File: src/rtl/ml_cmd_ctrl.sv
// Frame-based command sequencer: decodes opcode/address headers from the deserialized
// byte stream, issues auto-incrementing memory writes and engine run requests.
module ml_cmd_ctrl #(
   parameter int unsigned ADDR_W = 16
) (
   input  logic              clock,
   input  logic              resetn,
   input  logic              frame_active,
   input  logic              din_valid,
   input  logic [7:0]        din_data,
   output logic              mem_wen,
   output logic [ADDR_W-1:0] mem_addr,
   output logic [7:0]        mem_wdata,
   input  logic              mem_ready,
   output logic              run_start,
   output logic [ADDR_W-1:0] run_addr,
   input  logic              engine_done,
   output logic              ml_rdy,
   output logic              ml_err
);

   localparam logic [7:0] OP_NOP   = 8'h00;
   localparam logic [7:0] OP_WRITE = 8'h20;
   localparam logic [7:0] OP_RUN   = 8'h21;
   localparam logic [7:0] OP_CLR   = 8'h22;

   typedef enum logic [2:0] {
      S_IDLE,
      S_ADDR_HI,
      S_ADDR_LO,
      S_DATA,
      S_DISCARD,
      S_DISCARD_ERR
   } state_e;

   state_e            state_q, state_d;
   logic              is_run_q, is_run_d;
   logic [7:0]        hi_q, hi_d;
   logic [ADDR_W-1:0] waddr_q, waddr_d;
   logic              mem_wen_q, mem_wen_d;
   logic [ADDR_W-1:0] mem_addr_q, mem_addr_d;
   logic [7:0]        mem_wdata_q, mem_wdata_d;
   logic              run_start_q, run_start_d;
   logic [ADDR_W-1:0] run_addr_q, run_addr_d;
   logic              rdy_q, rdy_d;
   logic              err_q, err_d;

   logic              err_set;
   logic              err_clr;
   logic              wr_pend;
   logic [15:0]       hdr_addr;

   assign hdr_addr = {hi_q, din_data};
   // Holding register still owns the bus: a new data byte cannot be loaded.
   assign wr_pend  = mem_wen_q & ~mem_ready;

   always_ff @(posedge clock or negedge resetn) begin
      if (!resetn) begin
         state_q     <= S_IDLE;
         is_run_q    <= 1'b0;
         hi_q        <= 8'h00;
         waddr_q     <= '0;
         mem_wen_q   <= 1'b0;
         mem_addr_q  <= '0;
         mem_wdata_q <= 8'h00;
         run_start_q <= 1'b0;
         run_addr_q  <= '0;
         rdy_q       <= 1'b1;
         err_q       <= 1'b0;
      end else begin
         state_q     <= state_d;
         is_run_q    <= is_run_d;
         hi_q        <= hi_d;
         waddr_q     <= waddr_d;
         mem_wen_q   <= mem_wen_d;
         mem_addr_q  <= mem_addr_d;
         mem_wdata_q <= mem_wdata_d;
         run_start_q <= run_start_d;
         run_addr_q  <= run_addr_d;
         rdy_q       <= rdy_d;
         err_q       <= err_d;
      end
   end

   always_comb begin
      state_d     = state_q;
      is_run_d    = is_run_q;
      hi_d        = hi_q;
      waddr_d     = waddr_q;
      mem_wen_d   = mem_wen_q;
      mem_addr_d  = mem_addr_q;
      mem_wdata_d = mem_wdata_q;
      run_start_d = 1'b0;
      run_addr_d  = run_addr_q;
      rdy_d       = rdy_q;
      err_set     = 1'b0;
      err_clr     = 1'b0;

      if (mem_wen_q && mem_ready) begin
         mem_wen_d = 1'b0;
      end

      // A run launched below overrides this, so a coincident done keeps busy set.
      if (engine_done) begin
         rdy_d = 1'b1;
      end

      if (!frame_active) begin
         state_d = S_IDLE;
      end else if (din_valid) begin
         case (state_q)
            S_IDLE: begin
               case (din_data)
                  OP_WRITE, OP_RUN: begin
                     if (!rdy_q) begin
                        err_set = 1'b1;
                        state_d = S_DISCARD;
                     end else begin
                        is_run_d = (din_data == OP_RUN);
                        state_d  = S_ADDR_HI;
                     end
                  end
                  OP_NOP: state_d = S_DISCARD;
                  OP_CLR: begin
                     err_clr = 1'b1;
                     state_d = S_DISCARD;
                  end
                  default: begin
                     err_set = 1'b1;
                     state_d = S_DISCARD;
                  end
               endcase
            end
            S_ADDR_HI: begin
               hi_d    = din_data;
               state_d = S_ADDR_LO;
            end
            S_ADDR_LO: begin
               if (is_run_q) begin
                  run_addr_d  = ADDR_W'(hdr_addr);
                  run_start_d = 1'b1;
                  rdy_d       = 1'b0;
                  state_d     = S_DISCARD_ERR;
               end else begin
                  waddr_d = ADDR_W'(hdr_addr);
                  state_d = S_DATA;
               end
            end
            S_DATA: begin
               if (wr_pend) begin
                  err_set = 1'b1;
               end else begin
                  mem_wen_d   = 1'b1;
                  mem_addr_d  = waddr_q;
                  mem_wdata_d = din_data;
                  waddr_d     = waddr_q + ADDR_W'(1);
               end
            end
            S_DISCARD: begin
               state_d = S_DISCARD;
            end
            S_DISCARD_ERR: begin
               err_set = 1'b1;
            end
            default: state_d = S_IDLE;
         endcase
      end

      err_d = err_set | (err_q & ~err_clr);
   end

   assign mem_wen   = mem_wen_q;
   assign mem_addr  = mem_addr_q;
   assign mem_wdata = mem_wdata_q;
   assign run_start = run_start_q;
   assign run_addr  = run_addr_q;
   assign ml_rdy    = rdy_q;
   assign ml_err    = err_q;

endmodule

File: config.mk
export PLATFORM = sky130hd
export DESIGN_NAME = ml_cmd_ctrl
export DESIGN_NICKNAME = d
export VERILOG_FILES = /design/src/rtl/ml_cmd_ctrl.sv
export SDC_FILE = /design/constraint.sdc
export NUM_CORES = 1
export LEC_CHECK = 0
export ABC_AREA = 1
export BUFFER_PORTS_ARGS = -buffer_cell sky130_fd_sc_hd__buf_4
export CORE_ASPECT_RATIO = 1.5
export CORE_MARGIN = 4
export CORE_UTILIZATION = 55
export DETAILED_ROUTE_END_ITERATION = 16
export MAX_ROUTING_LAYER = met4
export PLACE_DENSITY = 0.78
export RECOVER_POWER = 50
export SLEW_MARGIN = 20
export SYNTH_ARGS = -nofsm -noshare
export SYNTH_HDL_FRONTEND = slang
export SYNTH_SLANG_ARGS = --single-unit
File: constraint.sdc
create_clock -name clock -period 2.8 [get_ports clock]
set_input_delay 0.42 -clock clock [delete_from_list [all_inputs] [get_ports clock]]
set_output_delay 0.42 -clock clock [all_outputs]
set_load 0.01 [all_outputs]
# Word-level counts from Yosys, hierarchy flattened
# Index checks and enable logic that the tools add are counted.
[classes]
add_sub_neg = 1
bitwise_logic = 6
n_eq_ne = 12
n_mux = 33
reduce_logical = 13
[op_table]
columns = ["op", "count"]
rows = [
  ["two-way mux 16 bit", 2],
  ["case mux 16 bit (2 select lines)", 1],
  ["equality test 8 x 6 -> 1 bit (second input constant)", 3],
  ["two-way mux 1 bit", 22],
  ["adder 16 x 1 -> 16 bit (second input constant)", 1],
  ["two-way mux 3 bit", 5],
  ["case mux 3 bit (5 select lines)", 1],
  ["AND reduction 5 bit", 2],
  ["logical NOT 8 bit", 1],
  ["AND reduction 4 bit", 2],
  ["equality test 3 x 2 -> 1 bit (second input constant)", 2],
  ["equality test 3 bit (second input constant)", 2],
  ["!= test 2 bit (second input constant)", 3],
  ["OR reduction 2 bit", 3],
  ["equality test 3 x 1 -> 1 bit (second input constant)", 1],
  ["logical NOT 3 bit", 1],
  ["NOT 1 bit", 3],
  ["case mux 1 bit (3 select lines)", 1],
  ["AND reduction 3 bit", 1],
  ["bitwise AND 1 bit", 2],
  ["!= test 2 x 1 -> 1 bit (second input constant)", 1],
  ["case mux 1 bit (2 select lines)", 1],
  ["AND reduction 2 bit", 1],
  ["nonzero test 2 bit", 1],
  ["2 further kinds", 2],
]
[word_totals]
register_bits = 72
wordCells = 76
in_bits = 14
output_inout_bits = 44

# Depth between registers and ports, before layout
# Gate-level depths: netlist of the first run.
[depth]
word_depth = 8
depth_mapped = 10
ltp_nobuf = 10

# Worst setup path before layout of the first run
# OpenSTA, ideal clock, no wires.
[synth_path]
path_type = "reg2reg"
startpoint = "register state_q[2]"
endpoint = "register run_addr_q[6], in the netlist run_addr[6]"
stages_incl_launch_ff = 10
t_required_ns = 2.673
synth_period_minus_slack_ns = 1.386
path_slack_ns = 1.414
t_arrival_ns = 1.259
path_buffers = 1
setup_time_ns = 0.127
cell_sequence = "dfrtp_1 > inv_2 > nand2_2 > nor2_2 > nand2_4 > nor2_4 > inv_2 > buf_2 > nand2_1 > o21ai_0"
[synth_via]
elab_chain_len = 2
[synth_lines]
columns = ["element", "line_no", "rtl"]
rows = [
  ["start, declared", "36", "state_e state_q, state_d;"],
  ["start signal, assigned", "71", "state_q <= state_d;"],
  ["equality test 3 x 2 -> 1 bit", "111", "case (state_q)"],
  ["AND reduction 4 bit (no source line)", "-", ""],
  ["end signal, assigned", "79", "run_addr_q <= run_addr_d;"],
  ["end, declared", "44", "logic [ADDR_W-1:0] run_addr_q, run_addr_d;"],
]
# Every way passes these cells.
# A chain may end at the register's enable or synchronous reset.

# Worst setup path after layout of the first run
[layout_path]
startpoint = "register state_q[2]"
endpoint = "register run_addr_q[7], in the netlist run_addr[7]"
# The elaborated chain is that of the path after synthesis.

==> results of run 1 <==
## kinds of logic after synthesis
group | share of synthesized area (%)
AOI/OAI and AO/OA | 12.8
DFF | 52.7
muxes | 0.439
buffers and inverters | 8.16
and+or+nand+nor | 25.3
xor gates and xnor gates | 0.256
adders and majority gates | 0.366
## flip-flops by register name, indices dropped and copies added, names as in the netlist
register and flops:
run_start 1, is_run_q 1, waddr_q 16, state_q 3
ml_err 1, hi_q 8, ml_rdy 1, run_addr 16
mem_wdata 8, mem_addr 16, mem_wen 1
## final cells by class
class,instances,area [sq um]
repair buffers,60,380
well taps,72,90.1
inverters,47,179
fillers,533,1940
clock buffers,10,138
clock inverters,5,57.6
multi-input cells,292,1330
flip-flops and latches,72,1800
## how the worst max path moves through the flow
stage | cells past startpoint | to | slack (ns) | startpoint
floorplan | 9 | run_addr[6] | 1.41 | state_q[2]
global route | 8 | run_addr[7] | 0.64 | state_q[2]
finish | 8 | run_addr[7] | 0.82 | state_q[2]
detailed placement | 6 | mem_wdata[5] | 0.91 | state_q[0]
CTS | 6 | mem_wdata[0] | 0.90 | state_q[0]
global placement | 6 | mem_wdata[5] | 0.98 | state_q[0]
## metrics by stage
stage,util [%],std cells
2_1_floorplan,-,425
3_3_place_gp,65.3,543
3_5_place_dp,65.3,543
4_1_cts,68.6,558
5_1_grt,67.2,558
6_report,67.2,558
## per-layer routing
layer	global-route usage, %	up-vias
met5	-	-
met4	6.86	0
met3	5.00	10
met2	38.1	66
met1	30.2	1339
li1	-	1472
## power by group through the flow
| stage | Combinational (mW) | Sequential (mW) | Clock [mW] |
|---|---|---|---|
| after CTS | 0.166 | 1.09 | 0.835 |
| after floorplan | 0.0744 | 1.11 | 0 |
| after global routing | 0.181 | 1.09 | 0.882 |
| final | 0.157 | 1.09 | 0.822 |
| after global placement | 0.164 | 1.11 | 0 |
| after detailed placement | 0.165 | 1.11 | 0 |
## cell usage after synthesis
cell type / count / area share [%]
nor3_1: 1 / 0.15
buf_6: 5 / 1.6
dfstp_2: 1 / 0.77
o21ai_0: 28 / 4.1
inv_4: 1 / 0.18
nand2_2: 3 / 0.55
nor2_4: 2 / 0.66
nand3_4: 1 / 0.51
nand3_2: 1 / 0.29
o21a_1: 1 / 0.22
nand4_1: 6 / 1.1
ha_1: 1 / 0.37
inv_1: 44 / 4.8
mux2_4: 1 / 0.44
o21ai_1: 37 / 5.4
buf_4: 1 / 0.22
o21bai_1: 2 / 0.44
nor2_1: 32 / 3.5
nand2_1: 132 / 14
o22ai_1: 1 / 0.18
buf_2: 5 / 0.73
xor2_1: 1 / 0.26
a21oi_1: 15 / 2.2
nand2_4: 1 / 0.33
o31ai_1: 1 / 0.22
nand3_1: 24 / 3.5
nor2_2: 1 / 0.18
inv_2: 2 / 0.22
dfrtp_1: 71 / 52
clkbuf_1: 3 / 0.33
## tightest hold or removal path, cell delays in order
cell and delay, ns:
buf_4 0.11, nor2_1 0.08, nor2_1 0.06
==> impl_metrics.toml, run 1 <==
[flow_run]
drv_cap = 1

[floorplanning]
fp.dieH_um = 105
ios = 58
dieWidth_um = 72.4
core_region_area_sq_um = 5910
dieArea_sq_um = 7570
start_util_pct = 57.8
num_rows = 34

[final_layout]
final_cell_area_sq_um = 3980
layout_common_cells = "nand2_1, dfrtp_1, inv_1, buf_4, o21ai_1"
drive_gt1_share_pct = 14.0
final_common_cell = "nand2_1"
area_growth_syn_to_layout_pct = 16.2
fin_nets = 497
diodes = 0

[drt]
antenna_left = 0
vias = 2887
wl_met3_um = 372
wl_met2_um = 4280
post-route-drc-count = 0
met1Wirelength_um = 3470
highest_layer = "met4"
wl_per_cell_um = 14.8
drt-pass1-iter-count = 5
wirelength_um = 8230
vias_per_cell = 5.17
drt_iter0_drc = 185

[clocking]
ctsHoldBuffers = 0
cts_tree = "done"
cts_resized = 0
cts_buffers = 9
clk_latency_ns = 0.35
clkTransAtPathRegs_ns = 0.07
htree_num_levels = 3
numClockSinks = 72
cts_setup_buffers = 0
cts_max_path_buffers = 2
clockRootBuffer = "clkbuf_8"

[setup_path]
rr_endpoint = "run_addr[7]"
cp_max_fo = 31
r2r_setup_slack_ns = 0.82
critical_path_class = "flop to flop"
crit_arrival_ns = 2.20
cp_slowest_stage_delay_ns = 0.46
reg2reg_depth = 8
critPathBufInv = 2
critPathTopFamily = "simple AND/OR/NAND/NOR gates"
r2r_start = "state_q[2]"
worstPathCellList = "inv_1, nand2_2, nor2_1, nand2_4, nor2_1, inv_2, nand2_1, o21ai_0"
crit_path_frequent_cell = "nor2_1"
cp.required_ns = 3.02
crit_path_end_kind = "flop"
startpoint_type = "flop"
cp_slowest_cell = "dfrtp_1"

[power]
power_mw = 2.07
pwr-share-seq_pct = 52.7
p_per_area_nw_per_um2 = 521
combPwrFrac_pct = 7.6
power.leakage_nw = 1.96
p_sw_share_pct = 25.1
ir_drop_mv = 0.538
p_clk_share_pct = 39.7
internal_power_mw = 1.55
power_switching_mw = 0.520

[global_routing]
grt_pass1_vias = 2763
grt_overflow = 0
grt_start_max_net_pins = 73
grt.total_usage_pct = 23.7
antenna_found_initial = 0
grt_pass1_wl_um = 13500

[timing]
setup_viol = 0
fmax_ghz = 0.505
grt_setup_unrepaired = "false"
final-hold-violation-count = 0
skew_ns = 0.0101
setup_ws_ns = 0.819
fin_hold_ws_ns = 0.326
max-slew-margin-rel_pct = -19.6
finalCritPeriodShare_pct = 70.8
tightestPinTransition_ns = 1.79
setup-tns-final_ns = 0
min_period_ns = 1.98
slew_violations = 73

[yosys]
ys_types = 30
avgSynthCellArea_sq_um = 8.05
synth_cells = 425
ys_ff_latch = 72
synth_fp_nets = 440
syn_area_sq_um = 3420
yosysWarnings = 0
ys_seq_area_share_pct = 52.7

[place]
hpwl_um = 5950
post-place-ws_ns = 0.913
globalplace.congestion = 0.888
placed_area_sq_um = 3860
io_buffer_count = 57

[min_path]
min_from = "engine_done"
worstHoldPathType = "input port to flop"
hold_path_depth = 3
holdPathEnd = "ml_rdy"

[outcome]
outcome = "complete, but fails checks"
violations = "max-capacitance violations, max-slew violations"
(Power assumes the default switching activity.)
==> inputs of run 2 (changes only) <==
- CORE_UTILIZATION: 55 -> 50
- PLACE_DENSITY: 0.78 -> 0.75
- clock period: 2.8 -> 1.59 ns (I/O delays scaled with it)
==> impl_metrics.toml, run 2 (synthesis results as in run 1) <==
[timing]
grt_setup_unrepaired = "false"
finalCritPeriodShare_pct = 94.4
slew_violations = 0
max-slew-margin-rel_pct = 49.0
skew_ns = 0.0106
setup_viol = 0
min_period_ns = 1.50
tightestPinTransition_ns = 0.765
setup-tns-final_ns = 0
final-hold-violation-count = 0
fmax_ghz = 0.667

[setup_path]
r2r_setup_slack_ns = 0.09
critPathTopFamily = "simple AND/OR/NAND/NOR gates"
reg2reg_depth = 8
cp_slowest_cell = "dfrtp_2"
crit_path_end_kind = "flop"
cp.required_ns = 1.84
cp_max_fo = 9
cp_slowest_stage_delay_ns = 0.45
crit_path_start = "state_q[2]"
startpoint_type = "flop"
critPathBufInv = 2
r2r_start = "state_q[2]"
rr_endpoint = "waddr_q[2]"
crit_arrival_ns = 1.75
critical_path_class = "flop to flop"
worstPathCellList = "inv_2, nand2_2, nor2_2, nand2_4, nand3_4, buf_4, nor2_1, o21a_1"

[clocking]
htree_num_levels = 3
cts_buffers = 9
clockRootBuffer = "clkbuf_8"
cts_setup_buffers = 0
cts_tree = "done"
clk_latency_ns = 0.36
numClockSinks = 72
clkTransAtPathRegs_ns = 0.08
cts_max_path_buffers = 2

[power]
p_per_area_nw_per_um2 = 862
power_switching_mw = 0.885
combPwrFrac_pct = 8.8
power_mw = 3.54
p_sw_share_pct = 25.0
pwr-share-seq_pct = 54.4
p_clk_share_pct = 36.8
power.leakage_nw = 2.02
internal_power_mw = 2.65
ir_drop_mv = 0.598

[drt]
antenna_left = 0
vias = 3003
wl_per_cell_um = 14.7
drt_iter0_drc = 236
post-route-drc-count = 0
drt-pass1-iter-count = 5
wirelength_um = 8470
vias_per_cell = 5.20

[min_path]
holdPathEnd = "ml_rdy"
worstHoldPathType = "input port to flop"
hold_path_depth = 3
min_from = "engine_done"

[final_layout]
layout_common_cells = "nand2_1, dfrtp_1, buf_4, inv_1, o21ai_1"
area_growth_syn_to_layout_pct = 19.9
final_common_cell = "nand2_1"
fin_nets = 511
diodes = 0
fill_cells = 634
drive_gt1_share_pct = 16.0

[flow_run]
drv_cap = 0

[global_routing]
grt_overflow = 0
grt.total_usage_pct = 23.2
grt_pass1_wl_um = 13900
grt_start_max_net_pins = 35
antenna_found_initial = 0
grt_pass1_vias = 2939

[place]
hpwl_um = 6310
globalplace.congestion = 0.924
io_buffer_count = 57

[floorplanning]
fp.dieH_um = 109
start_util_pct = 52.0
ios = 58
dieWidth_um = 75.5
num_rows = 36
dieArea_sq_um = 8250
core_region_area_sq_um = 6580

[outcome]
outcome = "complete, no violations"
run 2: changes by cell type in the layout (fill, tap and decap cells not counted), sizes merged:
cell	previous run	this run
bufinv	1	0
clkinvlp	3	0
dlygate4sd3	0	1
buf	40	49
clkbuf	30	39
run 2: worst max-delay path by stage:
stage / endpoint / slack, ns / cells past startpoint
2_1_floorplan: run_addr[6] / 0.20 / 9
3_3_place_gp: run_addr[7] / 0.1 / 8
3_5_place_dp: run_addr[6] / 0.006 / 8
4_1_cts: run_addr[6] / 0.07 / 8
5_1_grt: waddr_q[12] / 0.01 / 9
6_report: waddr_q[2] / 0.09 / 8
run 2: power by group through the flow:
| stage | logic, mW | clock network [mW] | registers, mW |
|---|---|---|---|
| floorplan | 0.131 | 0 | 1.96 |
| global placement | 0.311 | 0 | 1.96 |
| detailed placement | 0.320 | 0 | 1.96 |
| CTS | 0.322 | 1.32 | 1.92 |
| global route | 0.348 | 1.40 | 1.93 |
| finish | 0.311 | 1.30 | 1.92 |
run 2: per-stage QoR:
| step | utilization, % | std cells | hold slack, ns | instance area, sq um | setup slack [ns] |
|---|---|---|---|---|---|
| 2_1_floorplan | - | 425 | -0.0571 | 3420 | 0.204 |
| 6_report | 62.4 | 577 | 0.148 | 4100 | 0.0898 |
| 3_3_place_gp | 60.8 | 560 | 0.187 | 4000 | 0.0951 |
| 5_1_grt | 62.4 | 577 | 0.158 | 4100 | 0.0111 |
| 3_5_place_dp | 60.8 | 560 | 0.194 | 4000 | 0.00640 |
| 4_1_cts | 63.6 | 577 | 0.141 | 4180 | 0.0739 |
run 2: routing by layer:
metal	vias up	wire [um]	track usage (%)
met5	-	0	-
li1	1504	-	-
met4	0	154	7.63
met1	1393	3380	27.2
met3	16	416	5.63
met2	90	4510	38.6
run 2: layout make-up:
type | count | area, sq um | share of cell area, %
flip-flops and latches | 72 | 1810 | 44.0
clock buffers | 15 | 166 | 4.06
repair buffers | 74 | 508 | 12.4
multi-input cells | 292 | 1340 | 32.7
inverters | 47 | 181 | 4.42
clock inverters | 1 | 5.00 | 0.122
well taps | 76 | 95.1 | 2.32
run 2: timing repair:
item	in CTS	in global routing
endpoints found under the setup margin	2	13
endpoints found under the hold margin	26	0
resized for setup	1	3
hold buffers	1	0
run 2: worst register-to-register path, cell delays in order, from the launching register on:
cell and delay [ns]:
dfrtp_2 0.45, inv_2 0.11, nand2_2 0.07, nor2_2 0.17, nand2_4 0.10, nand3_4 0.14
buf_4 0.17, nor2_1 0.04, o21a_1 0.15
